--- config.mk ---
export PLATFORM = sky130hd
export DESIGN_NAME = reg_context_xfer_flat
export DESIGN_NICKNAME = d
export VERILOG_FILES = /design/src/rtl/reg_context_xfer_if.sv /design/src/rtl/reg_context_xfer.sv /design/src/flat_wrapper.sv
export SDC_FILE = /design/constraint.sdc
export NUM_CORES = 1
export LEC_CHECK = 0
export CORE_AREA = 2 2 112 114
export CTS_CLUSTER_DIAMETER = 120
export DETAILED_ROUTE_END_ITERATION = 8
export DIE_AREA = 0 0 114 116
export GPL_TIMING_DRIVEN = 0
export REMOVE_ABC_BUFFERS = 1
export SLEW_MARGIN = 20
export SYNTH_ARGS = -nofsm -noshare
export SYNTH_HDL_FRONTEND = slang
export SYNTH_SLANG_ARGS = --single-unit
--- constraint.sdc ---
create_clock -name clk -period 2.3 [get_ports clk]
set_clock_uncertainty 0.2 [all_clocks]
set_input_delay 0.46 -clock clk [delete_from_list [all_inputs] [get_ports clk]]
set_output_delay 0.46 -clock clk [all_outputs]
set_load 0.02 [all_outputs]
--- src/rtl/reg_context_xfer_if.sv ---
// reg_context_xfer_if: request, register-file and stream signals of the context transfer engine
interface reg_context_xfer_if;
    logic        saveReq;
    logic        restoreReq;
    logic        bank;
    logic        busy;
    logic        done;
    logic        regCpuMode;
    logic [4:0]  regReadSelect;
    logic [31:0] regReadData;
    logic        regWriteEnable;
    logic [4:0]  regWriteSelect;
    logic [31:0] regWriteData;
    logic        outValid;
    logic        outReady;
    logic [31:0] outData;
    logic        inValid;
    logic        inReady;
    logic [31:0] inData;
    modport slave (
        input  saveReq, restoreReq, bank, regReadData, outReady, inValid, inData,
        output busy, done, regCpuMode, regReadSelect, regWriteEnable, regWriteSelect,
               regWriteData, outValid, outData, inReady
    );
    modport master (
        output saveReq, restoreReq, bank, regReadData, outReady, inValid, inData,
        input  busy, done, regCpuMode, regReadSelect, regWriteEnable, regWriteSelect,
               regWriteData, outValid, outData, inReady
    );
endinterface

--- src/rtl/reg_context_xfer.sv ---
// reg_context_xfer: saves a register bank to an output stream or restores it from an input stream
module reg_context_xfer #(
    parameter int NREGS     = 32,
    parameter int FIRST_REG = 1
) (
    input logic               clk,
    input logic               rst,
    reg_context_xfer_if.slave bus
);
    typedef enum logic [2:0] {IDLE, SAVE_READ, SAVE_SEND, RESTORE, WRITE, DONE} state_t;
    localparam logic [4:0] FIRST = 5'(FIRST_REG);
    localparam logic [4:0] LAST  = 5'(NREGS - 1);
    state_t      state_q, state_d;
    logic [4:0]  idx_q, idx_d;
    logic        mode_q, mode_d;
    logic [31:0] out_data_q, out_data_d;
    logic [4:0]  wr_sel_q, wr_sel_d;
    logic [31:0] wr_data_q, wr_data_d;
    always_ff @(posedge clk) begin
        if (rst) begin
            state_q    <= IDLE;
            idx_q      <= FIRST;
            mode_q     <= 1'b0;
            out_data_q <= '0;
            wr_sel_q   <= '0;
            wr_data_q  <= '0;
        end else begin
            state_q    <= state_d;
            idx_q      <= idx_d;
            mode_q     <= mode_d;
            out_data_q <= out_data_d;
            wr_sel_q   <= wr_sel_d;
            wr_data_q  <= wr_data_d;
        end
    end
    always_comb begin
        state_d    = state_q;
        idx_d      = idx_q;
        mode_d     = mode_q;
        out_data_d = out_data_q;
        wr_sel_d   = wr_sel_q;
        wr_data_d  = wr_data_q;
        case (state_q)
            IDLE: if (bus.saveReq || bus.restoreReq) begin
                // save has priority; a simultaneous restore is dropped
                state_d = bus.saveReq ? SAVE_READ : RESTORE;
                idx_d   = FIRST;
                mode_d  = bus.bank;
            end
            SAVE_READ: begin
                out_data_d = bus.regReadData;
                state_d    = SAVE_SEND;
            end
            SAVE_SEND: if (bus.outReady) begin
                state_d = idx_q == LAST ? DONE : SAVE_READ;
                idx_d   = idx_q == LAST ? idx_q : idx_q + 5'd1;
            end
            RESTORE: if (bus.inValid) begin
                wr_data_d = bus.inData;
                wr_sel_d  = idx_q;
                state_d   = WRITE;
            end
            WRITE: begin
                state_d = idx_q == LAST ? DONE : RESTORE;
                idx_d   = idx_q == LAST ? idx_q : idx_q + 5'd1;
            end
            DONE:    state_d = IDLE;
            default: state_d = IDLE;
        endcase
    end
    assign bus.busy           = state_q != IDLE;
    assign bus.done           = state_q == DONE;
    assign bus.regCpuMode     = mode_q;
    assign bus.regReadSelect  = idx_q;
    assign bus.regWriteEnable = state_q == WRITE;
    assign bus.regWriteSelect = wr_sel_q;
    assign bus.regWriteData   = wr_data_q;
    assign bus.outValid       = state_q == SAVE_SEND;
    assign bus.outData        = out_data_q;
    assign bus.inReady        = state_q == RESTORE;
endmodule

--- src/flat_wrapper.sv ---
// flat-port wrapper written by rule: the top's interface ports become plain ports
module reg_context_xfer_flat 
#(
    parameter int NREGS     = 32,
    parameter int FIRST_REG = 1
)
  (clk, rst, bus_saveReq, bus_restoreReq, bus_bank, bus_regReadData, bus_outReady, bus_inValid, bus_inData, bus_busy, bus_done, bus_regCpuMode, bus_regReadSelect, bus_regWriteEnable, bus_regWriteSelect, bus_regWriteData, bus_outValid, bus_outData, bus_inReady);
  reg_context_xfer_if bus_i ();
  input logic clk;
  input logic rst;
  input wire logic [$bits(bus_i.saveReq)-1:0] bus_saveReq;
  input wire logic [$bits(bus_i.restoreReq)-1:0] bus_restoreReq;
  input wire logic [$bits(bus_i.bank)-1:0] bus_bank;
  input wire logic [$bits(bus_i.regReadData)-1:0] bus_regReadData;
  input wire logic [$bits(bus_i.outReady)-1:0] bus_outReady;
  input wire logic [$bits(bus_i.inValid)-1:0] bus_inValid;
  input wire logic [$bits(bus_i.inData)-1:0] bus_inData;
  output wire logic [$bits(bus_i.busy)-1:0] bus_busy;
  output wire logic [$bits(bus_i.done)-1:0] bus_done;
  output wire logic [$bits(bus_i.regCpuMode)-1:0] bus_regCpuMode;
  output wire logic [$bits(bus_i.regReadSelect)-1:0] bus_regReadSelect;
  output wire logic [$bits(bus_i.regWriteEnable)-1:0] bus_regWriteEnable;
  output wire logic [$bits(bus_i.regWriteSelect)-1:0] bus_regWriteSelect;
  output wire logic [$bits(bus_i.regWriteData)-1:0] bus_regWriteData;
  output wire logic [$bits(bus_i.outValid)-1:0] bus_outValid;
  output wire logic [$bits(bus_i.outData)-1:0] bus_outData;
  output wire logic [$bits(bus_i.inReady)-1:0] bus_inReady;
  assign bus_i.saveReq = bus_saveReq;
  assign bus_i.restoreReq = bus_restoreReq;
  assign bus_i.bank = bus_bank;
  assign bus_i.regReadData = bus_regReadData;
  assign bus_i.outReady = bus_outReady;
  assign bus_i.inValid = bus_inValid;
  assign bus_i.inData = bus_inData;
  assign bus_busy = bus_i.busy;
  assign bus_done = bus_i.done;
  assign bus_regCpuMode = bus_i.regCpuMode;
  assign bus_regReadSelect = bus_i.regReadSelect;
  assign bus_regWriteEnable = bus_i.regWriteEnable;
  assign bus_regWriteSelect = bus_i.regWriteSelect;
  assign bus_regWriteData = bus_i.regWriteData;
  assign bus_outValid = bus_i.outValid;
  assign bus_outData = bus_i.outData;
  assign bus_inReady = bus_i.inReady;
  reg_context_xfer #(.NREGS(NREGS), .FIRST_REG(FIRST_REG)) u_core (.clk(clk), .rst(rst), .bus(bus_i));
endmodule
### Yosys cells after proc, flatten, opt, wreduce, memory -nomap -nowiden

Index checks and enable logic that the tools add are counted.

* word-level logic and storage cells: 35
* bits of input ports: 71
* output and inout bits: 80
* bits in registers: 78

* multiplexer cells: 11
* reductions and logical operators: 8
* $add $sub $neg: 1
* eq/ne operators: 9

Operator list (count)
* 3-bit 2-to-1 mux: 5
* 5-bit 2-to-1 mux: 3
* 3-bit case mux with 5 select lines: 1
* 5-bit case mux with 3 select lines: 1
* 3-bit by 2-bit == test with 1-bit output (second input constant): 2
* 3-bit == test (second input constant): 2
* 3-bit AND reduction: 2
* 3-bit nonzero test: 2
* 5-bit by 1-bit adder with 5-bit output (second input constant): 1
* 5-bit == test (second input constant): 1
* 2-bit inequality test (second input constant): 2
* 2-bit AND reduction: 2
* 3-bit by 1-bit == test with 1-bit output (second input constant): 1
* 3-bit zero test: 1
* 2-bit 2-to-1 mux: 1
* 2-bit by 1-bit inequality test with 1-bit output (second input constant): 1
* 1-bit logical OR: 1

### Depth between registers and ports, before layout

* depth after elaboration: 4
* gate-level depth with buffers: 7

### Worst setup path after synthesis

No wires, ideal clock.

* path type: flip-flop to flip-flop
* from: register u_core.idx_q[0], in the netlist u_core.bus.regReadSelect[0]
* to: register u_core.idx_q[3], in the netlist u_core.bus.regReadSelect[3]
* path slack: 203 ps
* arrival time: 1806 ps
* stages on the path, launching flop included: 8
* buffers on the path: 0
* clock period less this slack: 2097 ps
* cell sequence: dfxtp_1 > ha_1 > and3_1 > ha_1 > or2_2 > a21oi_2 > a41oi_1 > a311oi_1

* word-level cells in the longest chain between the ends: 4
* elaborated cells on any way between the ends: 5
* those cells by class: 1 x add/sub; 1 x eq/ne; 3 x mux

Ends and longest elaborated chain
* from (decl): line reg_context_xfer.sv:14 `logic [4:0] idx_q, idx_d;`
* from (signal assigned): line reg_context_xfer.sv:29 `idx_q <= idx_d;`
* 5-bit by 1-bit adder with 5-bit output or 5-bit == test (tied branches): line reg_context_xfer.sv:56, reg_context_xfer.sv:65
* 5-bit 2-to-1 mux (*): line reg_context_xfer.sv:56, reg_context_xfer.sv:65
* 5-bit 2-to-1 mux: line reg_context_xfer.sv:54 `SAVE_SEND: if (bus.outReady) begin`
* 5-bit case mux with 3 select lines (*): line reg_context_xfer.sv:43 `case (state_q)`

Mark *: on every way between the ends. The rest lies on a longest branch, timed or not. The select of a mux whose other input is x is not followed.
A chain may end at the register's enable or synchronous reset.

### Final worst setup path

* from: register u_core.state_q[0]
* to: output bus_busy

* word-level cells in the longest chain between the ends: 1

Ends and longest elaborated chain
* from (decl): line reg_context_xfer.sv:13 `state_t state_q, state_d;`
* from (signal assigned): line reg_context_xfer.sv:28 `state_q <= state_d;`
* 3-bit nonzero test: line reg_context_xfer.sv:71 `assign bus.busy = state_q != IDLE;`
* to (decl): line flat_wrapper.sv:18 `output wire logic [$bits(bus_i.busy)-1:0] bus_busy;`

No other way between the ends.

==> out/summary.md <==
The fraction of layout cells with a size suffix above 1 was 0.0488; the reported net switching power was 0.928 mW. The worst path in the final design needs a cycle of 2.13 ns, including I/O delays and setup. Buffers inserted during clock tree synthesis total 9. The critical path class was flip-flop to output pin. The pre-antenna-repair detailed-routing pass consisted of 4 iterations. The x dimension of the die is 114 um, and the data arrival time at the worst-slack endpoint is 1.47 ns. The number of synthesized flops with an enable pin is 0, and the worst-skew pair later-pin latency is 0.34 ns. Based on the critical path, the design can be clocked at up to 469 MHz.

In this run the count of I/O pins placed on the die edge is 151. By count the netlist is led by 141 x sky130_fd_sc_hd__nand2_1, 78 x sky130_fd_sc_hd__dfxtp_1, 72 x sky130_fd_sc_hd__a21oi_1. Most frequent cell after synthesis: sky130_fd_sc_hd__nand2_1. The tools report the post-CTS repair timing setup buffer count as 0. The clock net in this run drives a total of 78 sinks. After the first detailed-routing iteration, the DRC count stood at 158. After synthesis the cells add up to 2950 um2. The initial antenna violation count was 0; the overall overflow remaining after global route was 0.

Area of the core region: 11,900 um2. For the overall fraction of global-route tracks in use, the log shows 0.134. Routability-driven placement finished with a final weighted congestion of 0.749.

The final worst-path cycle share works out to 0.927. Of all nets on the critical path, the largest fanout is 16. The tools report the global-route wire length before repair as 13.9 mm. The total number of nets in the final design was 580; the count of port buffers added during placement was 150. Entering global routing, the biggest net connects 74 pins.

The sequential-to-total area share from yosys stat was 0.530. The H-tree was split into 3 levels. The buffer depth of the longest clock path was 2. Yosys attributes the largest share of cell area to sky130_fd_sc_hd__dfxtp_1 53%, sky130_fd_sc_hd__nand2_1 18%, sky130_fd_sc_hd__a21oi_1 12%.

Counting distinct cell types in the post-synthesis netlist gives 33. The internal portion of the total power is 2.59 mW. The synthesized design contains 78 register bits. Max-slew violation total from the final report: 0.

Each instance of the synthesized netlist takes up on average 7.95 um2. Summed over all nets, the half-perimeter wirelength after detailed placement is 5.91 mm. Hold repair after CTS inserted 0 buffers.

The async set-reset flop share out of synthesis was 0; the starting utilization of the core area was 0.247. The area share of the largest cell type after synthesis is 0.530, and the post-detailed-route count of antenna-violating nets is 0. After detailed routing, the number of vias per cell comes to 4.46. STA classifies the critical path startpoint as a flip-flop.

TritonCTS built the clock tree. The cell at the root of the clock tree was sky130_fd_sc_hd__clkbuf_16. The run gives 40 as the site row count. For the final routed database, the setup TNS stands at 0 ns.

The cell type with the largest total area after synthesis was sky130_fd_sc_hd__dfxtp_1. For the worst-case headroom to the max-slew limit, the log shows 0.498. Yosys printed 0 warnings. The post-detailed-route DRC marker count came out at 0. Setup slack on the worst reg-to-reg path comes out at 0.17 ns. Fraction of power consumed by combinational cells: 0.192.

The area growth from synthesis to layout is 64.0%. For this run, the leading register cell type out of synthesis is sky130_fd_sc_hd__dfxtp_1. The number of instances in the synthesized netlist was 371. The number of global-route vias before repair came out at 2,892. The run gives 0.381 as the proportion of power drawn by the clock network.

For the pin with the worst max-slew slack, the measured transition is 0.752 ns. Setup repair after global routing left no endpoint under its margin. The run gives 8.55 mm as the total routed wirelength.

For the number of antenna repair diodes, the log shows 0. STA classifies the critical path endpoint as an output pin. The logs give 0.426 for the sequential power share and 0.406 for the share of the core filled with cells. The switching share of total power is 0.264. The number of failing hold endpoints at the final stage came out at 0. After clock tree synthesis, the clock-pin slew on the worst setup and hold paths is 0.06 ns. The die covers 13,200 um2. Number of maximum-capacitance violations: 0. For this design the static power due to leakage is 1.72 nW. The tools report the required time at the worst-slack endpoint as 1.64 ns. Across the VDD grid, the largest voltage drop is 0.000291 V. The run finished with clean final reports.

The detailed router placed 2,940 vias in this run. The min-delay analysis places its worst path in the category input pin to flip-flop. Setup violations remaining at the end of the flow were counted as 0. Measured along the y axis, the die boundary spans 116 um. After detailed routing, the average wire length per cell comes to 13.0 um. The power per unit of standard cell area was 727 nW/um2.
[cells in the final DEF (no fill, tap or decap), types with 2 or more instances in the layout]
cell type and n:
sky130_fd_sc_hd__nand2_1 140, sky130_fd_sc_hd__nand3b_1 4, sky130_fd_sc_hd__clkbuf_16 9, sky130_fd_sc_hd__o21ai_0 3
sky130_fd_sc_hd__a21o_1 2, sky130_fd_sc_hd__nand2b_1 3, sky130_fd_sc_hd__or3_1 2, sky130_fd_sc_hd__nor2b_1 2
sky130_fd_sc_hd__dlymetal6s2s_1 2, sky130_fd_sc_hd__mux2i_1 3, sky130_fd_sc_hd__dlygate4sd2_1 3, sky130_fd_sc_hd__and3_1 3
sky130_fd_sc_hd__dfxtp_4 2, sky130_fd_sc_hd__inv_1 2, sky130_fd_sc_hd__nand3_1 2, sky130_fd_sc_hd__clkbuf_8 3
sky130_fd_sc_hd__clkbuf_1 4, sky130_fd_sc_hd__a21oi_1 72, sky130_fd_sc_hd__a311oi_1 2, sky130_fd_sc_hd__nor2_1 9
sky130_fd_sc_hd__nor3_1 2, sky130_fd_sc_hd__dfxtp_1 75, sky130_fd_sc_hd__clkdlybuf4s50_1 144, sky130_fd_sc_hd__a22oi_1 2
[sequential cells by signal, summed over array words and instances (netlist names)]
register	flops
u_core.bus.outData	32
u_core.bus.regWriteData	32
u_core.bus.regReadSelect	5
u_core.bus.regWriteSelect	5
u_core.state_q	3
u_core.bus.regCpuMode	1
[power groups by stage]
| stage | clock (mW) | combinational [mW] | sequential, mW |
|---|---|---|---|
| 2_1_floorplan | 0 | 0.223 | 1.61 |
| 3_3_place_gp | 0 | 0.674 | 1.52 |
| 3_5_place_dp | 0 | 0.685 | 1.53 |
| 4_1_cts | 1.39 | 0.682 | 1.50 |
| 5_1_grt | 1.46 | 0.739 | 1.51 |
| 6_report | 1.34 | 0.677 | 1.50 |
[cell type report]
type	count	area [um2]
Clock buffer	16	282
Fill cell	1252	7080
Inverter	2	7.51
Multi-Input combinational cell	265	1260
Sequential cell	78	1570
Tap cell	147	184
Timing Repair Buffer	151	1530
[stage by stage]
step	instances	hold slack, ns	instance area [um2]	setup WS [ns]	total power [mW]
after floorplan	345	0.328	2820	0.204	1.83
after global placement	642	0.241	4500	-1.35	2.19
after detailed placement	643	0.247	4530	-0.113	2.21
after CTS	659	0.152	4820	0.0197	3.57
after global routing	659	0.168	4830	0.0287	3.71
final	659	0.164	4830	0.169	3.52
[worst max-delay path, stage by stage, from the launching register on]
cell and delay (ns):
sky130_fd_sc_hd__dfxtp_4 0.40, sky130_fd_sc_hd__or3_1 0.40, sky130_fd_sc_hd__dlygate4sd2_1 0.33
[routing by layer]
metal | up-vias | wire [um] | track usage
li1 | 1485 | - | -
met3 | 12 | 962 | 0.0628
met5 | - | 0 | 0
met4 | 0 | 185 | 0.0732
met2 | 121 | 3670 | 0.207
met1 | 1322 | 3730 | 0.155
[worst paths after layout]
check                                                              start                                  endpoint  cells after the start
worst max-delay path                      u_core.state_q[0]$_SDFFE_PP0P_                                  bus_busy                      2
worst max register to register  u_core.bus.regReadSelect[0]$_SDFFE_PP1P_  u_core.bus.regReadSelect[3]$_SDFFE_PP0P_                      7
worst min register to register  u_core.bus.regWriteData[22]$_SDFFE_PP0P_  u_core.bus.regWriteData[22]$_SDFFE_PP0P_                      2
worst min-delay path                                                 rst  u_core.bus.regWriteData[16]$_SDFFE_PP0P_                      2
[cells by family (layout without fill, tap and decap cells)]
logic type,Yosys count,in the layout,synth area share
and+or+nand+nor,174,174,0.247
muxes,3,3,0.0102
buffers and inverters,28,169,0.0467
adders and majority gates,3,3,0.0119
AOI/OAI and AO/OA,84,84,0.152
DFF,78,78,0.530
xor gates and xnor gates,1,1,0.00297
[what timing repair did]
action,in CTS,in global routing
setup endpoints to repair,5,4
gates cloned,0,0
gates resized for setup,8,4
pin swaps,0,1
No activity file was read; power rests on OpenSTA's default activity.
